**src/rtl/sal_ref_ctrl.sv**
```systemverilog
// All-bank auto-refresh scheduler: keeps tREFI, counts owed refreshes, postpones
// until banks idle (bounded by MAX_POSTPONE), then drains banks, issues REF and holds tRFC.
module sal_ref_ctrl #(
  parameter int BK_CNT       = 8,
  parameter int TREFI_W      = 16,
  parameter int TRFC_W       = 8,
  parameter int MAX_POSTPONE = 8,
  localparam int OWED_W      = $clog2(MAX_POSTPONE + 1)
) (
  input  logic               clk,
  input  logic               rst,
  input  logic               cfg_ref_en,
  input  logic [TREFI_W-1:0] cfg_trefi,
  input  logic [TRFC_W-1:0]  cfg_trfc,
  input  logic [BK_CNT-1:0]  bk_idle_i,
  input  logic [BK_CNT-1:0]  pb_ref_gnt_i,
  output logic [BK_CNT-1:0]  pb_ref_req_o,
  output logic               ref_cmd_req_o,
  input  logic               ref_cmd_gnt_i,
  output logic               ref_busy_o,
  output logic [OWED_W-1:0]  ref_owed_o,
  output logic               ref_urgent_o,
  output logic               ref_err_o,
  output logic [1:0]         dbg_state
);

  typedef enum logic [1:0] {
    S_IDLE  = 2'd0,
    S_DRAIN = 2'd1,
    S_ISSUE = 2'd2,
    S_RFC   = 2'd3
  } state_t;

  state_t              state, state_nxt;
  logic [TREFI_W-1:0]  itv;
  logic [TRFC_W-1:0]   rfc;
  logic [OWED_W-1:0]   owed;
  logic                err;
  logic                tick;
  logic                gnt_acc;
  logic                owed_full;
  logic                all_idle;

  // Handshakes: pb_ref_req is held until every bank answers with pb_ref_gnt (level,
  // all bits ANDed); ref_cmd_req is held in ISSUE and a single-cycle ref_cmd_gnt
  // there is the transfer. Grants seen while not requesting are ignored.
  assign tick      = cfg_ref_en && (itv == cfg_trefi - TREFI_W'(1));
  assign gnt_acc   = (state == S_ISSUE) && ref_cmd_gnt_i;
  assign owed_full = (owed == OWED_W'(MAX_POSTPONE));
  assign all_idle  = &bk_idle_i;

  always_ff @(posedge clk or posedge rst) begin
    if (rst) begin
      itv <= '0;
    end else if (!cfg_ref_en || tick) begin
      itv <= '0;
    end else begin
      itv <= itv + TREFI_W'(1);
    end
  end

  // A tick and an accepted grant in the same cycle cancel out.
  always_ff @(posedge clk or posedge rst) begin
    if (rst) begin
      owed <= '0;
      err  <= 1'b0;
    end else if (tick && !gnt_acc) begin
      if (owed_full) err <= 1'b1;
      else           owed <= owed + OWED_W'(1);
    end else if (!tick && gnt_acc) begin
      owed <= owed - OWED_W'(1);
    end
  end

  always_ff @(posedge clk or posedge rst) begin
    if (rst) begin
      rfc <= '0;
    end else if (gnt_acc) begin
      rfc <= cfg_trfc - TRFC_W'(1);
    end else if (state == S_RFC && rfc != '0) begin
      rfc <= rfc - TRFC_W'(1);
    end
  end

  always_ff @(posedge clk or posedge rst) begin
    if (rst) state <= S_IDLE;
    else     state <= state_nxt;
  end

  always_comb begin
    state_nxt = state;
    case (state)
      S_IDLE: begin
        if (cfg_ref_en && owed != '0 && (all_idle || owed_full)) state_nxt = S_DRAIN;
      end
      S_DRAIN: begin
        if (&pb_ref_gnt_i) state_nxt = S_ISSUE;
      end
      S_ISSUE: begin
        if (ref_cmd_gnt_i) state_nxt = S_RFC;
      end
      S_RFC: begin
        // Back-to-back pull-in keeps the banks held; disabling refresh suppresses it.
        if (rfc == '0) begin
          if (cfg_ref_en && owed != '0 && all_idle) state_nxt = S_ISSUE;
          else                                      state_nxt = S_IDLE;
        end
      end
      default: state_nxt = S_IDLE;
    endcase
  end

  assign pb_ref_req_o  = {BK_CNT{state != S_IDLE}};
  assign ref_cmd_req_o = (state == S_ISSUE);
  assign ref_busy_o    = (state == S_RFC);
  assign ref_owed_o    = owed;
  assign ref_urgent_o  = owed_full;
  assign ref_err_o     = err;
  assign dbg_state     = state;

endmodule

```
**config.mk**
```make
export PLATFORM = sky130hd
export DESIGN_NAME = sal_ref_ctrl
export DESIGN_NICKNAME = d
export VERILOG_FILES = /design/src/rtl/sal_ref_ctrl.sv
export SDC_FILE = /design/constraint.sdc
export NUM_CORES = 1
export LEC_CHECK = 0
export ABC_AREA = 1
export CORE_MARGIN = 2
export CORE_UTILIZATION = 35
export DETAILED_ROUTE_END_ITERATION = 8
export HOLD_SLACK_MARGIN = 0.1
export SETUP_SLACK_MARGIN = 0.1
export SLEW_MARGIN = 10
export SYNTH_ARGS = -nofsm -noshare
export SYNTH_HDL_FRONTEND = slang
export SYNTH_SLANG_ARGS = --single-unit
```
**constraint.sdc**
```tcl
create_clock -name clk -period 3.6 [get_ports clk]
set_input_delay 0.72 -clock clk [delete_from_list [all_inputs] [get_ports clk]]
set_output_delay 0.72 -clock clk [all_outputs]
set_load 0.005 [all_outputs]
```
# ---- Word level (Yosys, flattened, before mapping)
# Index checks and enable logic that the tools add are counted.
dict set report word_totals {
  reg_bits 31
  elab_cells 58
  latchBits 0
  memories 0
  out_inout_bits 18
  mem_bits_ro 0
  mem_bits_rw 0
}
dict set report classes {
  n_reduce_logical 25
  shifts 0
  div_mod_pow 0
  multipliers 0
  add_sub_neg 6
  magnitude_cmp 0
  eq_ne 10
  n_bitwise 0
  mux 12
}
# cell count
set ops {}
lappend ops {{adder 16 x 1 -> 16 bit, second input constant} 1}
lappend ops {{== test 16 bit} 1}
lappend ops {{2-to-1 mux 16 bit} 1}
lappend ops {{2-to-1 mux 8 bit} 2}
lappend ops {{AND reduction 8 bit} 2}
lappend ops {{subtractor 16 x 1 -> 16 bit, second input constant} 1}
lappend ops {{subtractor 8 x 1 -> 8 bit, second input constant} 2}
lappend ops {{2-to-1 mux 4 bit} 3}
lappend ops {{2-to-1 mux 2 bit} 5}
lappend ops {{logical AND 1 bit} 8}
lappend ops {{logical NOT 8 bit} 1}
lappend ops {{one-hot mux 2 bit (4 select lines)} 1}
lappend ops {{nonzero test 8 bit} 1}
lappend ops {{!= test 2 bit, second input constant} 3}
lappend ops {{nonzero test 2 bit} 3}
lappend ops {{adder 4 x 1 -> 4 bit, second input constant} 1}
lappend ops {{== test 2 bit, second input constant} 2}
lappend ops {{== test 4 bit, second input constant} 1}
lappend ops {{!= test 2 x 1 -> 1 bit, second input constant} 2}
lappend ops {{AND reduction 2 bit} 2}
lappend ops {{AND reduction 4 bit} 1}
lappend ops {{nonzero test 4 bit} 1}
lappend ops {{subtractor 4 x 1 -> 4 bit, second input constant} 1}
lappend ops {{logical NOT 1 bit} 3}
lappend ops {{3 further kinds} 4}

# ---- Logic depth before layout (Yosys ltp)
# Gate-level depths: netlist (run 1).
dict set report logic_depth {
  ltp_word 7
  depth_mapped 19
  depth_no_buf 19
}

# ---- Least setup slack after synthesis (run 1)
# No wires, ideal clock.
dict set report synth_timing {
  kind {input to register}
  startpoint {input cfg_trefi[0]}
  endpoint {register owed[3], in the netlist ref_owed_o[3]}
  stages 17
  setup_ns 0.117
  t_arrival_ns 2.774
  t_required_ns 3.483
  slack_ns 0.709
  path_cell_list {inv_1 > ha_1 > nand2_1 > inv_1 > nor3_1 > nand3_1 > a2111oi_0 > nand4_1 > ha_1 > nand2_1 > nand2_1 > a31oi_1 > inv_1 > nand2_1 > nand2_1 > nand2_1 > nand2_1}
}
dict set report synth_via {
  elab_chain_len 7
  word_cells_on_any_way 10
  classes_between {add/sub: 1; eq/ne: 2; mux: 1; reduce/logical: 6}
}
# element line_no
set synth_rtl {}
lappend synth_rtl {{start: declaration} 13} ;# input logic [TREFI_W-1:0] cfg_trefi,
lappend synth_rtl {{subtractor 16 x 1 -> 16 bit *} 47} ;# assign tick = cfg_ref_en && (itv == cfg_trefi - TREFI_W'(1));
lappend synth_rtl {{== test 16 bit *} 47}
lappend synth_rtl {{logical AND 1 bit *} 47}
lappend synth_rtl {{logical NOT 1 bit} 70} ;# end else if (!tick && gnt_acc) begin
lappend synth_rtl {{logical AND 1 bit} 70}
lappend synth_rtl {{nonzero test 2 bit (no source line)} --}
lappend synth_rtl {{AND reduction 2 bit (no source line)} --}
lappend synth_rtl {{end signal: assignment} 69} ;# else owed <= owed + OWED_W'(1);
lappend synth_rtl {{end signal: assignment} 71} ;# owed <= owed - OWED_W'(1);
lappend synth_rtl {{end: declaration} 37} ;# logic [OWED_W-1:0] owed;
# Every way passes the cells marked *; elsewhere a longest branch is shown, timed or not.
# A chain may end at the register's enable or synchronous reset.

# ---- Worst setup path after layout (run 1)
dict set report layout_timing {
  startpoint {input cfg_trefi[7]}
  endpoint {register owed[3], in the netlist ref_owed_o[3]}
}
# Same word-level chain as after synthesis.

==> results of run 1 <==
==> synthesized netlist by cell type (all sizes together), types with 3 or more instances <==
cell type,n,area share (%)
o21ai,23,4.9
nand3b,3,0.80
nand3,26,5.0
nand4,14,3.6
a31oi,3,0.67
a21oi,12,2.1
dfrtp,31,28
inv,65,8.7
nand2,99,15
xnor2,10,3.1
nor2,67,13
nor3b,7,1.9
buf,10,2.9
ha,5,2.2
nor3,7,1.2
nor4,3,1.4
xor2,9,3.1
==> final cells by class <==
| type | count | area [um^2] | share of cell area, % |
|---|---|---|---|
| timing repair buffer | 70 | 680.7 | 18.55 |
| clock inverter | 1 | 5.005 | 0.1364 |
| multi-input combinational | 297 | 1753 | 47.78 |
| sequential | 31 | 775.7 | 21.15 |
| inverter | 65 | 244.0 | 6.651 |
| tap | 102 | 127.6 | 3.479 |
| clock buffer | 6 | 82.58 | 2.251 |
==> power breakdown <==
group / leakage, nW / total [mW] / switching [mW] / internal, mW
logic: 1.29 / 0.884 / 0.466 / 0.418
registers: 0.398 / 0.510 / 0.0811 / 0.429
clock network: 0.0470 / 0.274 / 0.124 / 0.150
==> logic make-up (layout without fill, tap and decap cells) <==
family,count (synthesis),in the layout,synth area share (%)
adder cells (fa/ha/maj),6,6,2.929
XOR/XNOR,19,19,6.170
AO/OA/AOI/OAI,44,44,9.411
flip-flops,31,31,27.52
AND/OR/NAND/NOR,228,228,42.26
buffers and inverters,76,142,11.72
==> state kept, by name, summed over array words and instances, names as in the netlist <==
name,flops
ref_err_o,1
dbg_state,2
rfc,8
ref_owed_o,4
itv,16
==> stage by stage <==
| step | util, % | power, mW | setup TNS, ns |
|---|---|---|---|
| 2_1_floorplan | - | 1.099 | 0 |
| 4_1_cts | 46.59 | 1.686 | 0 |
| 5_1_grt | 47.23 | 1.826 | 0 |
| 3_5_place_dp | 45.46 | 1.405 | -0.02830 |
| 3_3_place_gp | 45.46 | 1.393 | 0 |
| 6_report | 47.23 | 1.668 | 0 |
==> worst min-delay path by stage <==
stage	startpoint	endpoint	slack, ns	depth (start not counted)
final	ref_err_o	ref_err_o	0.47	1
after global routing	ref_err_o	ref_err_o	0.53	1
after CTS	ref_err_o	ref_err_o	0.48	1
after detailed placement	ref_err_o	ref_err_o	0.46	1
after global placement	ref_err_o	ref_err_o	0.46	1
after floorplan	itv[0]	itv[0]	0.46	1
==> routing by layer <==
metal  track usage (%)  vias to the layer above  part of all wire (%)
met5                 0                        -                     0
li1                  -                     1417                     -
met1             22.22                     1210                    48
met4             3.744                        0                  0.95
met3             2.247                        7                   2.5
met2             27.02                       29                    48
==> what timing repair did <==
action | 4_1_cts | 5_1_grt
gates resized for setup | 0 | 10
hold buffers | 0 | 0
setup endpoints to repair | 0 | 2
setup buffers | 0 | 1
==> results.toml, run 1 <==
[setup_path]
reg2reg_slack_ns = 1.12
slowest_stage = "clkdlybuf4s50_1"
reg2reg_depth = 17
critPathKind = "in2reg"
worst-path-stages = 18
critPathRequiredTime_ns = 3.77
max_stage_delay_ns = 0.51
startpoint_type = "primary input"
endpoint = "ref_owed_o[3]"
crit_family = "simple AND/OR/NAND/NOR gates"
rr_startpoint = "itv[3]"
critPathBufInv = 2
arrival_ns = 3.36
crit_chain = "clkdlybuf4s50_1 > nor2_1 > nand2_2 > nor2_4 > nand3b_1 > nand2_1 > nand2_1 > nor4_2 > nand4_1 > ha_1 > nand2_1 > nand2_1 > a31oi_1 > inv_1 > nand2_1 > nand2_1 > nand2_1 > nand2_1"
crit_path_end_kind = "register"
crit_fanout = 5
crit-reg2reg-capture = "ref_owed_o[3]"
cp_common_cell = "nand2_1"
crit_start = "cfg_trefi[7]"

[finish]
nNetsFinal = 520
drive_above_1_share_pct = 16.81
layout_common_cells = "nand2_1, clkdlybuf4s50_1, inv_1"
antenna_cells = 0
syn2layout_area_growth_pct = 30.14
final_cells = 572
layout_commonest_cell = "nand2_1"
fillers = 792
fin_area_um2 = 3669

[synth]
synth_seq_cells = 31
syn_nets = 454
synth-edff-count = 0
postSynthCellCount = 404
synth_area_per_cell_um2 = 6.978
ys_seq_area_share_pct = 27.52
syn_area_um2 = 2819
ys_types = 42
synthFlopType = "dfrtp_1"
async_flop_share_pct = 100.0
ys_warn_count = 0

[placed_design]
dpl.hpwl_um = 5661
dpl_cell_area_um2 = 3531
pre_cts_ws_ns = -0.02830
dp_cells = 564
port-buffer-count = 61
gp_congestion = 0.9331

[clock_tree]
clkLatencyLatePin_ns = 0.28
clockBufferDepth = 2
numCtsBuffers = 5
cts_tree = "built"
htree_levels = 2
clk_pin_slew_ns = 0.07
clkSinkCount = 31
clockRootBuffer = "clkbuf_8"

[floorplanning]
rows = 32
die_y_um = 93.75
die_w_um = 93.75
core_area_um2 = 7767
pin_count = 62
dieArea_um2 = 8788
start_util_pct = 36.29

[drt]
wl_per_cell_um = 11.76
routed_wl_um = 6728
drc = 0
via_per_inst = 4.656
ant_nets = 0
firstDrtPassIters = 4
vias = 2663
drt_iter0_drc = 102

[power_and_ir_drop]
power.leakage_nw = 1.735
p_per_area_nw_per_um2 = 454.7
ir_drop_v = 0.0003087

[grt]
grt_pass1_wl_um = 11590
antenna_found_initial = 0
grt-ovfl-total = 0
grt_start_max_net_pins = 32
grt_pass1_vias = 2570
track_usage_pct = 16.19

[sta]
finalCriticalPeriod_ns = 3.188
max_freq_mhz = 313.7
maxSlewViolCount = 0
worst_pin_slew_ns = 0.4652
hold_ws_ns = 0.4717
fin_skew_ns = 0.009392
setup_slack_ns = 0.4124
hold_viol_final = 0
max_slew_margin_pct = 68.91
period_share_pct = 88.54
finalSetupViolations = 0
rsz0062_at_grt = "no"

[hold_path]
hold_path.class = "reg2reg"

[outcome]
status = "finished, final reports clean"

[job]
maxCapViolations = 0
Note: power is estimated with default switching activity, not from simulation.
==> run 2: changes to the inputs <==
SETUP_SLACK_MARGIN = 0.15   (was 0.1)
==> run 2 against run 1 <==
Compared with the run above:
- combinational power increased by 1%
- final area grew 1.5%
- sequential power is essentially flat
- global-route usage did not move
- wire length is 0.73% higher
- cell count increased by 0.35%
- worst hold slack barely moved
- utilization increased by 0.72 points
- setup slack worse by 0.0068 ns
- highest routed layer unchanged
- sequential share of layout area shrank 0.32 points
- critical path type unchanged
- first-iteration DRC count is 2.9% lower
- count of clock-buffer cells in the layout stayed put
==> results.toml, run 2 (synthesis results as in run 1) <==
[outcome]
status = "finished, final reports clean"

[drt]
drt_iter0_drc = 99
routed_wl_um = 6777
via_per_inst = 4.636
wl_per_cell_um = 11.81
vias = 2661
ant_nets = 0
firstDrtPassIters = 4
drc = 0

[clock_tree]
cts_hold_buf = 0
clockRootBuffer = "clkbuf_8"
clkSinkCount = 31
numCtsBuffers = 5
clockBufferDepth = 2
clk_pin_slew_ns = 0.07
clkLatencyLatePin_ns = 0.28
cts_tree = "built"
htree_levels = 2

[sta]
finalCriticalPeriod_ns = 3.194
finalSetupViolations = 0
period_share_pct = 88.73
fin_skew_ns = 0.009047
tns_ns = 0
max_slew_margin_pct = 68.91
maxSlewViolCount = 0
rsz0062_at_grt = "no"
hold_ws_ns = 0.4714
hold_viol_final = 0
max_freq_mhz = 313.0
setup_slack_ns = 0.4056
worst_pin_slew_ns = 0.4652

[setup_path]
cp_common_cell = "nand2_1"
crit_path_end_kind = "register"
crit_chain = "clkdlybuf4s50_1 > nor2_1 > nand2_2 > nor2_4 > nand3b_1 > nand2_1 > nand2_1 > nor4_2 > nand4_1 > ha_1 > nand2_1 > nand2_1 > a31oi_2 > inv_1 > nand2_1 > nand2_1 > nand2_1 > nand2_1"
arrival_ns = 3.36
crit_family = "simple AND/OR/NAND/NOR gates"
max_stage_delay_ns = 0.51
startpoint_type = "primary input"
critPathRequiredTime_ns = 3.77
slowest_stage = "clkdlybuf4s50_1"
reg2reg_slack_ns = 1.11
critPathKind = "in2reg"
crit_fanout = 4
critPathBufInv = 2

[placed_design]
gp_congestion = 0.9331
dpl.hpwl_um = 5661
pre_cts_ws_ns = -0.02830
port-buffer-count = 61

[grt]
grt_start_max_net_pins = 32
grt-ovfl-total = 0
grt_pass1_vias = 2570
grt_pass1_wl_um = 11590
track_usage_pct = 16.19
antenna_found_initial = 0

[floorplanning]
die_y_um = 93.75
die_w_um = 93.75
dieArea_um2 = 8788
pin_count = 62
start_util_pct = 36.29
rows = 32
core_area_um2 = 7767

[power_and_ir_drop]
p_per_area_nw_per_um2 = 451.3
ir_drop_v = 0.0003087
power.leakage_nw = 1.770

[job]
maxCapViolations = 0

[finish]
fillers = 788
drive_above_1_share_pct = 18.43
layout_commonest_cell = "nand2_1"
antenna_cells = 0
nNetsFinal = 522
largest_reg_flops = 16
seq_area_um2 = 775.7
fin_util_pct = 47.95
syn2layout_area_growth_pct = 32.13
layout_common_cells = "nand2_1, clkdlybuf4s50_1, inv_1"
regMostFlops = "itv"
multi_input_area_um2 = 1789

[hold_path]
hold_path.class = "reg2reg"
-- run 2: final timing paths --
check / from / end / cells past startpoint
max in group asynchronous: rst / itv[9] / 3
min in group asynchronous: rst / itv[0] / 3
max reg2reg: itv[3] / ref_owed_o[3] / 17
min: ref_err_o / ref_err_o / 1
min reg2reg: ref_err_o / ref_err_o / 1
max: cfg_trefi[7] / ref_owed_o[3] / 18
-- run 2: through the flow --
stage | total power, mW | instance area [um^2] | std cells
floorplan | 1.099 | 2819 | 404
global placement | 1.393 | 3531 | 564
detailed placement | 1.405 | 3531 | 564
CTS | 1.686 | 3618 | 571
global route | 1.840 | 3725 | 574
finish | 1.681 | 3725 | 574
-- run 2: repair_timing --
action	CTS	global route
buffers inserted	0	3
resized for setup	0	20
endpoints found under the setup margin	0	2
-- run 2: cell type report --
type	count	area share, %
repair buffers	72	18.81
clock inverters	1	0.1344
multi-input cells	297	48.04
flip-flops and latches	31	20.83
inverters	65	6.550
clock buffers	6	2.217
well taps	102	3.426
-- run 2: power breakdown --
group	switching, mW	total [mW]	internal (mW)
sequential	0.0822	0.511	0.429
clock	0.124	0.274	0.150
combinational	0.471	0.896	0.425
total	0.678	1.68	1.00
-- run 2: metal layers --
layer	vias to the layer above	global-route usage, %	part of all wire, %
met5	-	0	0
met4	0	3.744	1.2
met3	9	2.247	2.4
met2	30	27.02	48
met1	1204	22.22	49
li1	1418	-	-
==> patch: new RTL, config.mk and constraints of run 1 <==
Register the inputs `cfg_ref_en`, `cfg_trefi` and `cfg_trfc` before use, with the module's reset. The logic sees them one clock later. The other inputs are not delayed to match.
--- a/src/rtl/sal_ref_ctrl.sv
+++ b/src/rtl/sal_ref_ctrl.sv
@@ -33,2 +33,18 @@
 
+  logic cfg_ref_en_q;
+  logic [TREFI_W-1:0] cfg_trefi_q;
+  logic [TRFC_W-1:0] cfg_trfc_q;
+
+  always_ff @(posedge clk or posedge rst) begin
+    if (rst) begin
+      cfg_ref_en_q <= '0;
+      cfg_trefi_q  <= '0;
+      cfg_trfc_q   <= '0;
+    end else begin
+      cfg_ref_en_q <= cfg_ref_en;
+      cfg_trefi_q  <= cfg_trefi;
+      cfg_trfc_q   <= cfg_trfc;
+    end
+  end
+
   state_t              state, state_nxt;
@@ -46,3 +62,3 @@
   // there is the transfer. Grants seen while not requesting are ignored.
-  assign tick      = cfg_ref_en && (itv == cfg_trefi - TREFI_W'(1));
+  assign tick      = cfg_ref_en_q && (itv == cfg_trefi_q - TREFI_W'(1));
   assign gnt_acc   = (state == S_ISSUE) && ref_cmd_gnt_i;
@@ -54,3 +70,3 @@
       itv <= '0;
-    end else if (!cfg_ref_en || tick) begin
+    end else if (!cfg_ref_en_q || tick) begin
       itv <= '0;
@@ -78,3 +94,3 @@
     end else if (gnt_acc) begin
-      rfc <= cfg_trfc - TRFC_W'(1);
+      rfc <= cfg_trfc_q - TRFC_W'(1);
     end else if (state == S_RFC && rfc != '0) begin
@@ -93,3 +109,3 @@
       S_IDLE: begin
-        if (cfg_ref_en && owed != '0 && (all_idle || owed_full)) state_nxt = S_DRAIN;
+        if (cfg_ref_en_q && owed != '0 && (all_idle || owed_full)) state_nxt = S_DRAIN;
       end
@@ -104,3 +120,3 @@
         if (rfc == '0) begin
-          if (cfg_ref_en && owed != '0 && all_idle) state_nxt = S_ISSUE;
+          if (cfg_ref_en_q && owed != '0 && all_idle) state_nxt = S_ISSUE;
           else                                      state_nxt = S_IDLE;
Function: changed (a bounded check fails within 4 cycles, from zero or initial values and one cycle with rst high).
==> patch against run 1 <==
- final area up 7.4%
- sequential cell count is 25 higher
- setup slack improved by 70 ps
- total power increased by 17%
- worst hold slack improved by 23 ps
- clock power grew 28%
- core utilization is 2.1 points lower
- synthesized area increased by 12%
- maximum frequency increased by 2.3%
- wire length increased by 4.4%
==> patch: results (changes against run 1) <==
WORST_SLEW_PIN_SLEW_PS=746  # was 465 ps
WIRELENGTH_MET1_UM=3410  # was 3260 µm
FINALWORSTPATHREQUIREDPERIOD_PS=3120  # was 3190 ps
WORSTSETUPENDPOINT='ref_owed_o[3]$_DFFE_PP0P_'  # unchanged
YS_TYPES=35  # was 42
CRIT_START='cfg_trefi_q[0]$_DFF_PP0_'  # was cfg_trefi[7]
SHARE_OF_CELLS_ABOVE_DRIVE_STRENGTH_1_PCT=7.59  # was 16.8%
CLKSLEWWORSTSETUPHOLDPATHS_PS=100  # was 70 ps
DETAILEDROUTE.FIRSTITERATIONVIOLATIONS=84  # was 102
CELLLEAKAGEPOWER_nW=1.82  # was 1.74 nW
MET3_GRT_UTIL_PCT=2.70  # was 2.25%
SYNTHESIS.NETS=450  # was 454
PRE_CTS_WS_PS=544  # was -28.3 ps
SWITCHING_PORTION_OF_TOTAL_POWER_PCT=35.9  # was 40.2%
SYNTHADDERAREAFRAC_PCT=2.61  # was 2.93%
GRT_USE_MET1_PCT=20.9  # was 22.2%
HOLD-PATH-CELL-COUNT=1  # unchanged
SYNTH-COMPOUND-AREA-SHARE_PCT=7.72  # was 9.41%
CELL_TYPES_WITH_THE_LARGEST_AREA_SHARE_AFTER_SYNTHESIS='sky130_fd_sc_hd__dfrtp_1, sky130_fd_sc_hd__nand2_1, sky130_fd_sc_hd__inv_1, sky130_fd_sc_hd__nor2_1, sky130_fd_sc_hd__xor2_1'  # was sky130_fd_sc_hd__dfrtp_1, sky130_fd_sc_hd__nand2_1, sky130_fd_sc_hd__inv_1, sky130_fd_sc_hd__nor2_1, sky130_fd_sc_hd__nand3_1
IR_WORST_VDD_uV=228  # was 309 µV
CLKLATENCYLATEPIN_PS=310  # was 280 ps
WORST-R2R-CELL-COUNT=20  # was 17
YS_SEQ_AREA_SHARE_PCT=44.4  # was 27.5%
SETUP.REG_TO_REG.WORST_SLACK_PS=480  # was 1120 ps
SYNTH.AVG_CELL_AREA_UM2=7.90  # was 6.98 µm²
VIAS_PER_CELL=4.64  # was 4.66
DETAILEDPLACEMENTHPWL_UM=5520  # was 5660 µm
PLACED_AREA_MM2=0.00385  # was 0.00353 mm²
STATUS='completed'  # unchanged
WORST_CLOCK_SKEW_PS=4.19  # was 9.39 ps
LAYOUT.AREA.SEQ_MM2=0.00140  # was 776 µm²
GRTUSAGEMET2_PCT=24.7  # was 27.0%
WORSTPATHMAXFANOUT=7  # was 5
WL_MET2_UM=3300  # was 3240 µm
MET3_WIRELENGTH_UM=250  # was 168 µm
HOLDWS_PS=495  # was 472 ps
GRT_MAX_DEGREE=22  # was 32
GRT_FIRST_PASS_WIRELENGTH_UM=12100  # was 11600 µm
SYNTH_XOR_AREA_SHARE_PCT=4.99  # was 6.17%
TRACK_USAGE_PCT=15.1  # was 16.2%
NUMPLACEDINSTANCES=561  # was 564
PLACE.GP.CONGESTION=0.826  # was 0.933
CP_DATA_ARRIVAL_TIME_PS=3320  # was 3360 ps
FINALNETCOUNT=510  # was 520
NUM-FILL-CELLS=835  # was 792
## patch: power by group through the flow
stage | logic (mW) | clock network, mW | registers (mW)
2_1_floorplan | 0.515 | 0 | 0.804
3_3_place_gp | 0.775 | 0 | 0.818
3_5_place_dp | 0.791 | 0 | 0.820
4_1_cts | 0.795 | 0.367 | 0.808
5_1_grt | 0.887 | 0.396 | 0.824
6_report | 0.786 | 0.352 | 0.806
## patch: final cells by class
type | count | share of cell area [%]
multi-input cells | 275 | 37.2
flip-flops and latches | 56 | 35.6
inverters | 59 | 5.62
well taps | 108 | 3.43
repair buffers | 63 | 15.9
clock inverters | 2 | 0.413
clock buffers | 6 | 1.84
## patch: worst max-delay path: stages, from the launching register on
cell and delay (ps):
sky130_fd_sc_hd__dfrtp_1 450, sky130_fd_sc_hd__inv_1 130, sky130_fd_sc_hd__ha_1 320, sky130_fd_sc_hd__nand2_4 100, sky130_fd_sc_hd__nor2_4 170, sky130_fd_sc_hd__nand3_1 80
sky130_fd_sc_hd__nand2_1 70, sky130_fd_sc_hd__nand2_1 50, sky130_fd_sc_hd__nor2_1 110, sky130_fd_sc_hd__nand3_2 130, sky130_fd_sc_hd__nor2_4 140, sky130_fd_sc_hd__nand3_1 200
sky130_fd_sc_hd__ha_1 390, sky130_fd_sc_hd__nand2_1 90, sky130_fd_sc_hd__nand2_1 60, sky130_fd_sc_hd__a31oi_1 180, sky130_fd_sc_hd__inv_1 60, sky130_fd_sc_hd__nand2_1 90
sky130_fd_sc_hd__nand3_1 90, sky130_fd_sc_hd__nand2_1 60, sky130_fd_sc_hd__nand2_1 50
## patch: cell families after synthesis
logic type,count (synthesis)
AND/OR/NAND/NOR,209
buffers and inverters,69
flip-flops,56
AO/OA/AOI/OAI,42
XOR/XNOR,18
adder cells (fa/ha/maj),6
